<file path="config.mk">
export PLATFORM = sky130hd
export DESIGN_NAME = cam_init_seq
export DESIGN_NICKNAME = d
export VERILOG_FILES = /design/src/rtl/cam_init_pkg.sv /design/src/rtl/cam_init_us_timer.sv /design/src/rtl/cam_init_seq.sv
export SDC_FILE = /design/constraint.sdc
export NUM_CORES = 1
export LEC_CHECK = 0
export ABC_CLOCK_PERIOD_IN_PS = 2800
export BUFFER_PORTS_ARGS = -buffer_cell sky130_fd_sc_hd__buf_2
export CAP_MARGIN = 20
export CORE_UTILIZATION = 54
export CTS_BUF_LIST = sky130_fd_sc_hd__clkbuf_4
export DETAILED_ROUTE_END_ITERATION = 12
export PLACE_DENSITY = 0.89
export SLEW_MARGIN = 20
export SYNTH_ARGS = -nofsm -noshare
export SYNTH_HDL_FRONTEND = slang
export SYNTH_SLANG_ARGS = --single-unit
</file>
<file path="constraint.sdc">
create_clock -name clk_50m -period 2.8 [get_ports clk_50m]
set_clock_uncertainty 0.2 [all_clocks]
set_input_delay 0.28 -clock clk_50m [delete_from_list [all_inputs] [get_ports clk_50m]]
set_output_delay 0.28 -clock clk_50m [all_outputs]
set_load 0.005 [all_outputs]
</file>
<file path="src/rtl/cam_init_pkg.sv">
// cam_init_pkg: shared definitions for the camera power-up / register-init sequencer.
//   - table opcodes, table-entry field positions, sequencer state encoding
//   - microsecond counter width and the ms->us helper used for DELAY entries
package cam_init_pkg;

  // Table opcodes (entry bits [31:24])
  localparam logic [7:0] OP_WRITE = 8'h00;
  localparam logic [7:0] OP_DELAY = 8'h01;
  localparam logic [7:0] OP_END   = 8'hFF;

  // Table entry layout: {op, reg, val}
  localparam int unsigned ENTRY_W = 32;
  localparam int unsigned OP_LSB  = 24;
  localparam int unsigned OP_W    = 8;
  localparam int unsigned REG_LSB = 8;
  localparam int unsigned REG_W   = 16;
  localparam int unsigned VAL_LSB = 0;
  localparam int unsigned VAL_W   = 8;

  // Microsecond counter width; covers 255 ms DELAY entries and the reset timings
  localparam int unsigned US_W = 20;

  typedef enum logic [3:0] {
    ST_IDLE,
    ST_RST_ASSERT,
    ST_RST_WAIT,
    ST_FETCH,
    ST_DECODE,
    ST_I2C_REQ,
    ST_I2C_WAIT,
    ST_DELAY,
    ST_DONE,
    ST_ERROR
  } state_e;

  // DELAY entries carry milliseconds; the timer counts microseconds
  function automatic logic [US_W-1:0] ms_to_us(input logic [VAL_W-1:0] ms);
    return US_W'(ms) * US_W'(1000);
  endfunction

endpackage

</file>
<file path="src/rtl/cam_init_us_timer.sv">
// cam_init_us_timer: microsecond delay timer.
//   clk, rst      : clock, asynchronous active-high reset
//   load_i        : restart the delay (clears the prescaler, loads load_us_i)
//   load_us_i     : delay length in microseconds (0 = already expired)
//   expired_c     : combinational; high in the last cycle of the delay and after,
//                   so an FSM leaving on it spends exactly N*TICK_DIV cycles in state
module cam_init_us_timer
  import cam_init_pkg::*;
#(
  parameter int unsigned TICK_DIV = 50
) (
  input  logic            clk,
  input  logic            rst,
  input  logic            load_i,
  input  logic [US_W-1:0] load_us_i,
  output logic            expired_c
);

  localparam int unsigned     PRE_W    = (TICK_DIV > 1) ? $clog2(TICK_DIV) : 1;
  localparam logic [PRE_W-1:0] PRE_LAST = PRE_W'(TICK_DIV - 1);

  logic [PRE_W-1:0] pre_q, pre_d;
  logic [US_W-1:0]  cnt_q, cnt_d;
  logic             wrap;

  // Prescaler runs only while a delay is pending; wrap marks one elapsed microsecond
  always_comb begin
    wrap  = (pre_q == PRE_LAST);
    pre_d = pre_q;
    cnt_d = cnt_q;
    if (load_i) begin
      pre_d = '0;
      cnt_d = load_us_i;
    end else if (cnt_q != '0) begin
      if (wrap) begin
        pre_d = '0;
        cnt_d = cnt_q - US_W'(1);
      end else begin
        pre_d = pre_q + PRE_W'(1);
      end
    end
  end

  always_ff @(posedge clk or posedge rst) begin
    if (rst) begin
      pre_q <= '0;
      cnt_q <= '0;
    end else begin
      pre_q <= pre_d;
      cnt_q <= cnt_d;
    end
  end

  // Look-ahead on the final tick hides the FSM's one-cycle reaction latency
  assign expired_c = (cnt_q == '0) || ((cnt_q == US_W'(1)) && wrap);

endmodule

</file>
<file path="src/rtl/cam_init_seq.sv">
// cam_init_seq: camera sensor power-up and register-initialisation sequencer.
// Holds the sensor in reset, releases it, waits for it to settle, then walks a
// register table issuing one I2C write per WRITE entry.
// Ports:
//   clk_50m, reset_in        : clock, asynchronous active-high reset
//   start                    : pulse; starts a sequence from IDLE, DONE or ERROR
//   tbl_addr / tbl_data      : table ROM (data valid one cycle after the address)
//   cmd_valid/ready/dev/reg/data : write request to the byte-level I2C master
//   rsp_valid / rsp_nack     : transfer completion and NACK flag
//   cam_rst_o / cam_rst_t    : reset pin drive value and tristate (1 = released)
//   busy, done, error, err_index : status; done/error sticky until the next start
// Build option: define CAM_INIT_TIMEOUT_EN to add a response watchdog in
// I2C_WAIT (TIMEOUT_CYC cycles without rsp_valid counts as a NACK).
module cam_init_seq
  import cam_init_pkg::*;
#(
  parameter int unsigned CLK_FREQ_HZ = 50000000,
  parameter int unsigned RST_LOW_US  = 1000,
  parameter int unsigned RST_WAIT_US = 20000,
  parameter int unsigned TBL_AW      = 6,
  parameter logic [6:0]  DEV_ADDR    = 7'h36,
  parameter int unsigned MAX_RETRY   = 3
`ifdef CAM_INIT_TIMEOUT_EN
  ,
  parameter int unsigned TIMEOUT_CYC = 100000
`endif
) (
  input  logic              clk_50m,
  input  logic              reset_in,
  input  logic              start,
  output logic [TBL_AW-1:0] tbl_addr,
  input  logic [31:0]       tbl_data,
  output logic              cmd_valid,
  input  logic              cmd_ready,
  output logic [6:0]        cmd_dev,
  output logic [15:0]       cmd_reg,
  output logic [7:0]        cmd_data,
  input  logic              rsp_valid,
  input  logic              rsp_nack,
  output logic              cam_rst_o,
  output logic              cam_rst_t,
  output logic              busy,
  output logic              done,
  output logic              error,
  output logic [TBL_AW-1:0] err_index
);

  localparam int unsigned TICK_DIV = CLK_FREQ_HZ / 1000000;
  localparam int unsigned RETRY_W  = (MAX_RETRY > 0) ? $clog2(MAX_RETRY + 1) : 1;

  state_e              state_q, state_d;
  logic [TBL_AW-1:0]   tbl_addr_q, tbl_addr_d;
  logic [TBL_AW-1:0]   err_index_q, err_index_d;
  logic [REG_W-1:0]    cmd_reg_q, cmd_reg_d;
  logic [VAL_W-1:0]    cmd_data_q, cmd_data_d;
  logic [RETRY_W-1:0]  retry_q, retry_d;
  logic                cmd_valid_q, cmd_valid_d;
  logic                cam_rst_t_q, cam_rst_t_d;
  logic                busy_q, busy_d;
  logic                done_q, done_d;
  logic                error_q, error_d;

  logic [OP_W-1:0]     ent_op;
  logic [REG_W-1:0]    ent_reg;
  logic [VAL_W-1:0]    ent_val;
  logic                tmr_load;
  logic [US_W-1:0]     tmr_us;
  logic                tmr_expired_c;
  logic                advance;
  logic                rsp_ok;
  logic                rsp_fail;
  logic                tmo_c;

  assign ent_op  = tbl_data[OP_LSB +: OP_W];
  assign ent_reg = tbl_data[REG_LSB +: REG_W];
  assign ent_val = tbl_data[VAL_LSB +: VAL_W];

  // One timer shared by RST_ASSERT, RST_WAIT and DELAY; loaded on state entry
  cam_init_us_timer #(
    .TICK_DIV (TICK_DIV)
  ) u_timer (
    .clk       (clk_50m),
    .rst       (reset_in),
    .load_i    (tmr_load),
    .load_us_i (tmr_us),
    .expired_c (tmr_expired_c)
  );

`ifdef CAM_INIT_TIMEOUT_EN
  localparam int unsigned TO_W = $clog2(TIMEOUT_CYC + 1);
  logic [TO_W-1:0] to_cnt_q, to_cnt_d;

  // Counts cycles spent in I2C_WAIT; restarts from zero on every entry
  always_comb begin
    to_cnt_d = '0;
    if (state_q == ST_I2C_WAIT) begin
      to_cnt_d = to_cnt_q + TO_W'(1);
    end
  end

  always_ff @(posedge clk_50m or posedge reset_in) begin
    if (reset_in) begin
      to_cnt_q <= '0;
    end else begin
      to_cnt_q <= to_cnt_d;
    end
  end

  assign tmo_c = (state_q == ST_I2C_WAIT) && (to_cnt_q == TO_W'(TIMEOUT_CYC - 1));
`else
  assign tmo_c = 1'b0;
`endif

  // A real response always wins over a coincident watchdog expiry
  assign rsp_ok   = rsp_valid && !rsp_nack;
  assign rsp_fail = (rsp_valid && rsp_nack) || (!rsp_valid && tmo_c);

  // Next-state and registered-output logic
  always_comb begin
    state_d     = state_q;
    tbl_addr_d  = tbl_addr_q;
    err_index_d = err_index_q;
    cmd_reg_d   = cmd_reg_q;
    cmd_data_d  = cmd_data_q;
    retry_d     = retry_q;
    tmr_load    = 1'b0;
    tmr_us      = '0;
    advance     = 1'b0;

    case (state_q)
      ST_IDLE, ST_DONE, ST_ERROR: begin
        if (start) begin
          state_d  = ST_RST_ASSERT;
          tmr_load = 1'b1;
          tmr_us   = US_W'(RST_LOW_US);
        end
      end
      ST_RST_ASSERT: begin
        if (tmr_expired_c) begin
          state_d  = ST_RST_WAIT;
          tmr_load = 1'b1;
          tmr_us   = US_W'(RST_WAIT_US);
        end
      end
      ST_RST_WAIT: begin
        if (tmr_expired_c) begin
          state_d    = ST_FETCH;
          tbl_addr_d = '0;
        end
      end
      // Address was presented on entry; ROM data appears in DECODE
      ST_FETCH: state_d = ST_DECODE;
      ST_DECODE: begin
        case (ent_op)
          OP_WRITE: begin
            state_d    = ST_I2C_REQ;
            retry_d    = '0;
            cmd_reg_d  = ent_reg;
            cmd_data_d = ent_val;
          end
          OP_DELAY: begin
            state_d  = ST_DELAY;
            tmr_load = 1'b1;
            tmr_us   = ms_to_us(ent_val);
          end
          OP_END:  state_d = ST_DONE;
          default: begin
            state_d     = ST_ERROR;
            err_index_d = tbl_addr_q;
          end
        endcase
      end
      ST_I2C_REQ: begin
        if (cmd_ready) begin
          state_d = ST_I2C_WAIT;
        end
      end
      ST_I2C_WAIT: begin
        if (rsp_ok) begin
          advance = 1'b1;
        end else if (rsp_fail) begin
          if (retry_q < RETRY_W'(MAX_RETRY)) begin
            retry_d = retry_q + RETRY_W'(1);
            state_d = ST_I2C_REQ;
          end else begin
            state_d     = ST_ERROR;
            err_index_d = tbl_addr_q;
          end
        end
      end
      ST_DELAY: begin
        if (tmr_expired_c) begin
          advance = 1'b1;
        end
      end
      default: state_d = ST_IDLE;
    endcase

    // A table without END finishes after its last entry
    if (advance) begin
      if (&tbl_addr_q) begin
        state_d = ST_DONE;
      end else begin
        state_d    = ST_FETCH;
        tbl_addr_d = tbl_addr_q + TBL_AW'(1);
      end
    end

    // Moore outputs decoded from the next state so they register in step with it
    cmd_valid_d = (state_d == ST_I2C_REQ);
    busy_d      = !(state_d inside {ST_IDLE, ST_DONE, ST_ERROR});
    done_d      = (state_d == ST_DONE);
    error_d     = (state_d == ST_ERROR);
    cam_rst_t_d = state_d inside {ST_RST_WAIT, ST_FETCH, ST_DECODE, ST_I2C_REQ,
                                  ST_I2C_WAIT, ST_DELAY, ST_DONE};
  end

  always_ff @(posedge clk_50m or posedge reset_in) begin
    if (reset_in) begin
      state_q     <= ST_IDLE;
      tbl_addr_q  <= '0;
      err_index_q <= '0;
      cmd_reg_q   <= '0;
      cmd_data_q  <= '0;
      retry_q     <= '0;
      cmd_valid_q <= 1'b0;
      cam_rst_t_q <= 1'b0;
      busy_q      <= 1'b0;
      done_q      <= 1'b0;
      error_q     <= 1'b0;
    end else begin
      state_q     <= state_d;
      tbl_addr_q  <= tbl_addr_d;
      err_index_q <= err_index_d;
      cmd_reg_q   <= cmd_reg_d;
      cmd_data_q  <= cmd_data_d;
      retry_q     <= retry_d;
      cmd_valid_q <= cmd_valid_d;
      cam_rst_t_q <= cam_rst_t_d;
      busy_q      <= busy_d;
      done_q      <= done_d;
      error_q     <= error_d;
    end
  end

  // The pin is only ever driven low; release is done through the tristate
  assign cam_rst_o = 1'b0;
  assign cam_rst_t = cam_rst_t_q;
  assign cmd_dev   = DEV_ADDR;
  assign tbl_addr  = tbl_addr_q;
  assign cmd_valid = cmd_valid_q;
  assign cmd_reg   = cmd_reg_q;
  assign cmd_data  = cmd_data_q;
  assign busy      = busy_q;
  assign done      = done_q;
  assign error     = error_q;
  assign err_index = err_index_q;

endmodule

</file>
# After elaboration in Yosys (flattened, before gate mapping)
# Index checks and enable logic that the tools add are counted.
# op_classes
n_eq_ne	27
n_addsub	4
magnitude_cmp	1
n_mux	41
n_reduce_logical	23
mul	1
# op_table
operator	count
2-to-1 mux 6 bit	11
2-to-1 mux 20 bit	3
one-hot mux 18 bit (3 select lines)	1
2-to-1 mux 4 bit	9
equality test 4 x 3 -> 1 bit, second input constant	8
one-hot mux 4 bit (8 select lines)	1
equality test 20 x 1 -> 1 bit, second input constant	1
logical NOT 20 bit	1
nonzero test 20 bit	1
subtractor 20 x 1 -> 20 bit, second input constant	1
2-to-1 mux 18 bit	1
equality test 4 x 2 -> 1 bit, second input constant	4
equality test 4 bit, second input constant	4
multiplier 8 x 7 -> 15 bit, second input constant	1
2-to-1 mux 15 bit	1
adder 6 x 1 -> 6 bit, second input constant	2
inequality test 2 bit, second input constant	6
one-hot mux 4 bit (3 select lines)	1
one-hot mux 6 bit (2 select lines)	1
2-to-1 mux 10 bit	1
AND reduction 5 bit	2
equality test 8 x 1 -> 1 bit, second input constant	1
equality test 8 bit, second input constant	1
logical NOT 4 bit	2
19 further kinds	32
# totals
wordCells	110
inputBits	38
out_inout_bits	49
regBits	73

# Depth between registers and ports, before layout
# Gate-level depths: netlist (run 1).
# depth
word_depth	9
depth_mapped	15

# Cells and area by module
# Synthesis (run 1) repeated with hierarchy kept, for this count alone.
# unflattened
cells_unflattened	558
hier_area_um2	5486.5
# modules_own_cells
module	cells_per_inst	area_per_inst_um2	seq_area_each_um2	instances
cam_init_seq	368	3761.1	1176.1	1
cam_init_us_timer	190	1725.4	650.6	1

# Worst setup path before layout (run 1)
# No wires, ideal clock.
# synth_path
path_kind	input to register
startpoint	input port tbl_data[0]
endpoint	register u_timer.cnt_q[17]
setup_ns	0.121
setup_slack_ns	-1.229
path_stages	15
path_buffers	0
arrival_ns	3.708
cell_sequence	fa_1 > xor2_1 > ha_1 > inv_1 > fa_1 > fa_1 > inv_1 > ha_1 > o21ai_0 > o21ai_0 > nand2_1 > o311ai_0 > xnor2_1 > a22oi_1 > nor2_1
# synth_via
elab_chain_cells	4
# synth_rtl
element	line_no	text
from (decl)	cam_init_seq.sv:32	input logic [31:0] tbl_data,
multiplier 8 x 7 -> 15 bit	cam_init_pkg.sv:38	return US_W'(ms) * US_W'(1000);
2-to-1 mux 18 bit	cam_init_seq.sv:154	case (ent_op)
one-hot mux 18 bit (3 select lines)	cam_init_seq.sv:130	case (state_q)
2-to-1 mux 20 bit	cam_init_us_timer.sv:31	if (load_i) begin
to (signal assigned)	cam_init_us_timer.sv:50	cnt_q <= cnt_d;
to (decl)	cam_init_us_timer.sv:23	logic [US_W-1:0] cnt_q, cnt_d;
# No other way between the ends.
# A chain may end at the register's enable or synchronous reset.

# Worst setup path after layout (run 1)
# layout_path
startpoint	input port tbl_data[1]
endpoint	register u_timer.cnt_q[12]
# The elaborated chain is that of the path after synthesis.

==> out/qor.yml, run 1 <==
synth_seq_area_share: 0.340
timing.final.max_slew_violations: 0
p_clk_frac: 0.130
final_nets: 793
hold_viol_final: 0
p_leak_nw: 3.41
cts_buffer_depth: 2
place_congestion: 0.911
path_class: "input port to register"
clock_latency_ps: 460
p_sw_frac: 0.448
layout_common_cells: "76 x buf_2, 73 x dfrtp_1, 61 x buf_4"
cap_viol_max_count: 0
via_per_inst: 6.08
violations: "negative setup slack"
root_buffer: "clkbuf_4"
place_area_mm2: 0.00639
multi_input_area_mm2: 0.00353
rows: 36
cp_max_fo: 5
utilization: 0.718
setup_viol: 10
hold_path.class: "input port to register"
setup_slack_ps: -956
whs_path_depth: 3
pwr-share-comb: 0.611
place_hpwl_um: 10300
postRouteAntennaNets: 0
wl_per_cell_um: 21.1
initial_core_util: 0.552
dp.cells: 782
intPower_mw: 3.00
powerDensity_mw_per_mm2: 777
ys_warn_count: 0
finalSetupTns_ps: -7620
async_reset_ff_frac: 1.00
required_ps: 2960
ys.flop_type: "dfrtp_1"
max-slew-margin-rel: 0.379
pre_cts_slack_ps: -1290
syn_inst: 528
clk_pin_slew_ps: 160
drt_wl_total_um: 17400
status: "finished, violations left"
max_clock_freq_ghz: 0.266
cts.sinks: 73
die_w_um: 102
dieArea_mm2: 0.0104
peakVddDrop_v: 0.000391
final_area_mm2: 0.00699
worstMarginPinSlew_ps: 932
min_period_ps: 3760
cp-end-kind: "register"
final_common_cell: "buf_2"
die_h_um: 102
worstSetupStartpointType: "input port"
r2r_cells: 8
drc: 0
drive_gt1_frac: 0.382
grt_pass1_vias: 5033
dr.pass1.iters: 5
rsz0062_at_grt: "yes"
synth-edff-count: 0
seq_power_share: 0.259
period_share: 1.34
regArea_mm2: 0.00183
cts_tree: "done"
grt_max_degree: 74
place.port_buffers: 78
grt_pass1_wl_um: 25800
core_area_mm2: 0.00973
area_delta_synth_final_pct: 30.0
p_sw_mw: 2.43
yosysUniqueCellTypes: 79
gr-usage-all-layers: 0.333
antenna_found_initial: 1
cts_max_level: 3
postSynthAreaPerCell_um2: 10.2
num_io_pins: 87
yosys_register_bits: 73
vias: 5031
fillers: 644
fin_cells: 828
syn_area_mm2: 0.00537
largest_register_ffs: 20
worst_ep_arrival_time_ps: 3920
drt-initial-drc-count: 433
cts_made_buffers: 9
gr-total-overflow: 0
[logic make-up after synthesis]
family / count (synthesis) / share of synthesized area
adder cells (fa/ha/maj): 66 / 0.183
AND/OR/NAND/NOR: 151 / 0.159
AO/OA/AOI/OAI: 114 / 0.148
multiplexers: 33 / 0.0689
flip-flops: 73 / 0.340
other: 2 / 0.00140
XOR/XNOR: 20 / 0.0326
buffers and inverters: 69 / 0.0671
[per-stage QoR]
step	power, mW	hold slack, ps
3_3_place_gp	3.88	267
5_1_grt	5.68	21.4
3_5_place_dp	4.06	290
6_report	5.43	9.23
4_1_cts	4.95	0.580
2_1_floorplan	3.25	232
[worst max-delay path, stage by stage]
cell      delay, ps
buf_8           110
fa_1            590
xor2_1          180
ha_1            260
inv_2            70
fa_1            470
fa_1            540
inv_2            50
ha_4            200
nor2_2          190
a21oi_4         100
o21ai_1         190
nand2b_1        120
buf_4           150
xnor2_1         170
o32ai_1         110
o21a_1          120
[layout make-up]
class                   instances  share of cell area
flip-flops and latches         73               0.262
clock inverters                 7             0.00949
clock buffers                   9             0.00967
diodes                          1            0.000358
well taps                     133              0.0238
multi-input cells             392               0.506
inverters                      48              0.0258
repair buffers                165               0.164
[synthesized netlist by cell type (10+ instances only)]
cell type	count	area [µm²]
ha_1	45	563
a31oi_1	11	68.8
inv_1	48	180
mux2_2	32	360
buf_4	10	75.1
fa_1	21	420
o21ai_0	21	105
a21oi_1	20	100
nand2_1	22	82.6
dfrtp_1	73	1830
nor2_1	41	154
nand3_1	13	65.1
nor3_1	13	65.1
xnor2_1	13	114
[power groups by stage]
stage	clock, mW	sequential, mW	combinational (mW)
2_1_floorplan	0	1.35	1.90
3_3_place_gp	0	1.39	2.49
3_5_place_dp	0	1.40	2.65
4_1_cts	0.687	1.39	2.87
5_1_grt	0.743	1.43	3.51
6_report	0.705	1.40	3.32
[path summary, 6_finish.rpt]
path,start,end,slack [ps]
min in group asynchronous,reset_in,cmd_reg[3],440
worst min-delay path,tbl_data[4],cmd_data[4],9
worst max-delay path,tbl_data[1],u_timer.cnt_q[12],-960
max in group asynchronous,reset_in,u_timer.cnt_q[12],1340
worst max register to register,u_timer.cnt_q[13],u_timer.cnt_q[6],50
worst min register to register,err_index[5],err_index[5],320
[per-layer routing]
metal	up-vias	part of all wire	track usage
met5	-	0	0
met3	117	0.068	0.0518
li1	2178	-	-
met4	0	0.079	0.219
met2	336	0.50	0.579
met1	2400	0.35	0.381
[timing repair]
item,4_1_cts,5_1_grt
buffers inserted,4,5
hold buffers,21,0
endpoints found under the setup margin,11,29
pin swaps,16,15
endpoints found under the hold margin,93,0
cloned,0,0
resized for setup,19,19
Power figures use the tool's default switching activity.
==> run 2, diff against run 1 <==
--- a/config.mk
+++ b/config.mk
@@ -8,6 +8,7 @@
 export ABC_CLOCK_PERIOD_IN_PS = 2800
 export BUFFER_PORTS_ARGS = -buffer_cell sky130_fd_sc_hd__buf_2
 export CAP_MARGIN = 20
+export CORE_ASPECT_RATIO = 0.75
 export CORE_UTILIZATION = 54
 export CTS_BUF_LIST = sky130_fd_sc_hd__clkbuf_4
 export DETAILED_ROUTE_END_ITERATION = 12
==> out/qor.yml, run 2 (synthesized netlist as in run 1, its figures left out) <==
p_leak_nw: 3.49  # was 3.41 nW
grt_pass1_vias: 5151  # was 5033
cts_buffer_depth: 2  # unchanged
intPower_mw: 3.07  # was 3.00 mW
area_delta_synth_final_pct: 33.0  # was 30.0%
drc: 0  # unchanged
largest_register_ffs: 20  # unchanged
drive_gt1_frac: 0.397  # was 0.382
cts_tree: "done"  # unchanged
layout_common_cells: "74 x buf_2, 73 x dfrtp_1, 70 x buf_4"  # was 76 x buf_2, 73 x dfrtp_1, 61 x buf_4
regArea_mm2: 0.00183  # unchanged
die_w_um: 117  # was 102 µm
gr-usage-met3: 0.111  # was 0.0518
seq_power_share: 0.253  # was 0.259
drt-initial-drc-count: 781  # was 433
cp-end-kind: "register"  # unchanged
antenna_found_initial: 1  # unchanged
drt_wl_total_um: 21400  # was 17400 µm
gr-usage-all-layers: 0.355  # was 0.333
place_congestion: 0.876  # was 0.911
rr_endpoint: "tbl_addr[5]"  # was u_timer.cnt_q[6]
grt_use_met2: 0.590  # was 0.579
r2r_cells: 8  # unchanged
met1_usage: 0.416  # was 0.381
grt_max_degree: 61  # was 74
vias: 5651  # was 5031
cp_max_fo: 5  # unchanged
max-slew-margin-rel: 0.494  # was 0.379
worst_ep_arrival_time_ps: 4250  # was 3920 ps
cap_viol_max_count: 0  # unchanged
dr.pass1.iters: 9  # was 5
setup_viol: 18  # was 10
cts_max_level: 3  # unchanged
violations: "negative setup slack"  # unchanged
num_io_pins: 87  # unchanged
max_clock_freq_ghz: 0.245  # was 0.266 GHz
peakVddDrop_v: 0.000517  # was 0.000391 V
place.port_buffers: 78  # unchanged
setup_slack_ps: -1290  # was -956 ps
timing.final.max_slew_violations: 0  # unchanged
pre_cts_slack_ps: -1310  # was -1290 ps
worstMarginPinSlew_ps: 754  # was 932 ps
dieArea_mm2: 0.0104  # about the same
multi_input_area_mm2: 0.00353  # about the same
postRouteAntennaNets: 0  # unchanged
rrSetupSlack_ps: -160  # was 50 ps
hold_viol_final: 0  # unchanged
status: "finished, violations left"  # unchanged
clock_latency_ps: 480  # was 460 ps
p_sw_mw: 2.54  # was 2.43 mW
path_class: "input port to register"  # unchanged
final_nets: 807  # was 793
cpPeakStageDelay_ps: 630  # was 590 ps
hold_path.class: "input port to asynchronous set/reset pin"  # was input port to register
powerDensity_mw_per_mm2: 784  # was 777 mW/mm²
initial_core_util: 0.556  # was 0.552
num_antenna_cells: 0  # was 1
cts.sinks: 73  # unchanged
dp.cells: 785  # was 782
period_share: 1.46  # was 1.34
final_common_cell: "buf_2"  # unchanged
fin_cells: 840  # was 828
worstSetupStartpointType: "input port"  # unchanged
via_per_inst: 6.73  # was 6.08
rsz0062_at_grt: "yes"  # unchanged
wl_per_cell_um: 25.5  # was 21.1 µm
required_ps: 2960  # about the same
p_clk_frac: 0.126  # was 0.130
clk_pin_slew_ps: 170  # was 160 ps
p_sw_frac: 0.453  # was 0.448
gr-total-overflow: 0  # unchanged
busiest_layer: "met2"  # unchanged
rows: 31  # was 36
cts_made_buffers: 9  # unchanged
core_area_mm2: 0.00966  # was 0.00973 mm²
pwr-share-comb: 0.621  # was 0.611
fillers: 541  # was 644
root_buffer: "clkbuf_4"  # unchanged
worstReg2RegStart: "u_timer.cnt_q[15]"  # was u_timer.cnt_q[13]
crit_path_top_delay_cell: "fa_1"  # unchanged
grt_pass1_wl_um: 27100  # was 25800 µm
cp_cell_sequence: "buf_12, fa_2, xor2_2, ha_4, inv_4, fa_1, fa_1, inv_2, ha_4, nor3_4, o21ai_2, a31oi_1, xor2_1, nor2_1, o21a_1, o22a_1"  # was buf_8, fa_1, xor2_1, ha_1, inv_2, fa_1, fa_1, inv_2, ha_4, nor2_2, a21oi_4, o21ai_1, nand2b_1, buf_4, xnor2_1, o32ai_1, o21a_1
die_h_um: 88.4  # was 102 µm
min_period_ps: 4090  # was 3760 ps
place_hpwl_um: 10300  # about the same
[run 2: cell types whose count changed in the layout (fill, tap and decap cells not counted), moves of 2 or more]
cell	previous run	this run
o21ai_1	8	10
fa_1	21	19
buf_6	4	8
nor2_2	3	1
buf_4	61	70
fa_2	0	2
buf_2	76	74
nor2_1	39	41
inv_6	4	2
buf_12	1	4
inv_4	0	2
[run 2: timing repair]
item	4_1_cts	5_1_grt
pin swaps	25	33
hold buffers	22	0
buffers inserted	3	15
cloned	0	0
setup endpoints to repair	11	30
gates resized for setup	21	30
endpoints found under the hold margin	94	0
[run 2: layout make-up]
cell class,count,area share
multi-input cells,392,0.494
repair buffers,179,0.182
well taps,132,0.0231
clock buffers,9,0.00945
flip-flops and latches,73,0.256
clock inverters,7,0.00963
inverters,48,0.0259
[run 2: power groups by stage]
| stage | logic (mW) | clock network, mW | registers (mW) |
|---|---|---|---|
| 2_1_floorplan | 1.90 | 0 | 1.35 |
| 5_1_grt | 3.62 | 0.748 | 1.43 |
| 3_3_place_gp | 2.55 | 0 | 1.40 |
| 4_1_cts | 2.90 | 0.676 | 1.39 |
| 3_5_place_dp | 2.69 | 0 | 1.41 |
| 6_report | 3.48 | 0.707 | 1.42 |
[run 2: through the flow]
step | total power, mW | hold slack [ps] | TNS, ps | instance area [µm²] | util
after global routing | 5.80 | 109 | -10650 | 7150 | 0.740
after detailed placement | 4.10 | 49.6 | -10980 | 6440 | 0.667
after CTS | 4.97 | 28.9 | -5450 | 6900 | 0.714
after global placement | 3.94 | 38.6 | -9650 | 6440 | 0.667
final | 5.61 | 106 | -10040 | 7150 | 0.740
after floorplan | 3.25 | 232 | -6760 | 5560 | -
[run 2: how the worst max path moves through the flow]
stage,start,end,slack (ps),cells after the start
3_3_place_gp,tbl_data[1],u_timer.cnt_q[17],-1130,15
3_5_place_dp,tbl_data[1],u_timer.cnt_q[13],-1310,15
4_1_cts,tbl_data[1],u_timer.cnt_q[13],-770,15
2_1_floorplan,tbl_data[1],u_timer.cnt_q[13],-910,14
5_1_grt,tbl_data[1],u_timer.cnt_q[13],-1250,16
6_report,tbl_data[1],u_timer.cnt_q[13],-1290,16
[run 2: layer usage]
| layer | share of wire | up-vias |
|---|---|---|
| met3 | 0.13 | 253 |
| met5 | 0.00065 | - |
| met2 | 0.43 | 598 |
| met4 | 0.10 | 2 |
| met1 | 0.33 | 2592 |
| li1 | - | 2206 |
[run 2: worst max-delay path: cells and delay by family]
| kind | cells | cell delay (ps) |
|---|---|---|
| AOI/OAI and AO/OA | 4 | 760 |
| xor gates and xnor gates | 2 | 430 |
| adders and majority gates | 5 | 2260 |
| buffers and inverters | 3 | 210 |
| and+or+nand+nor | 2 | 320 |
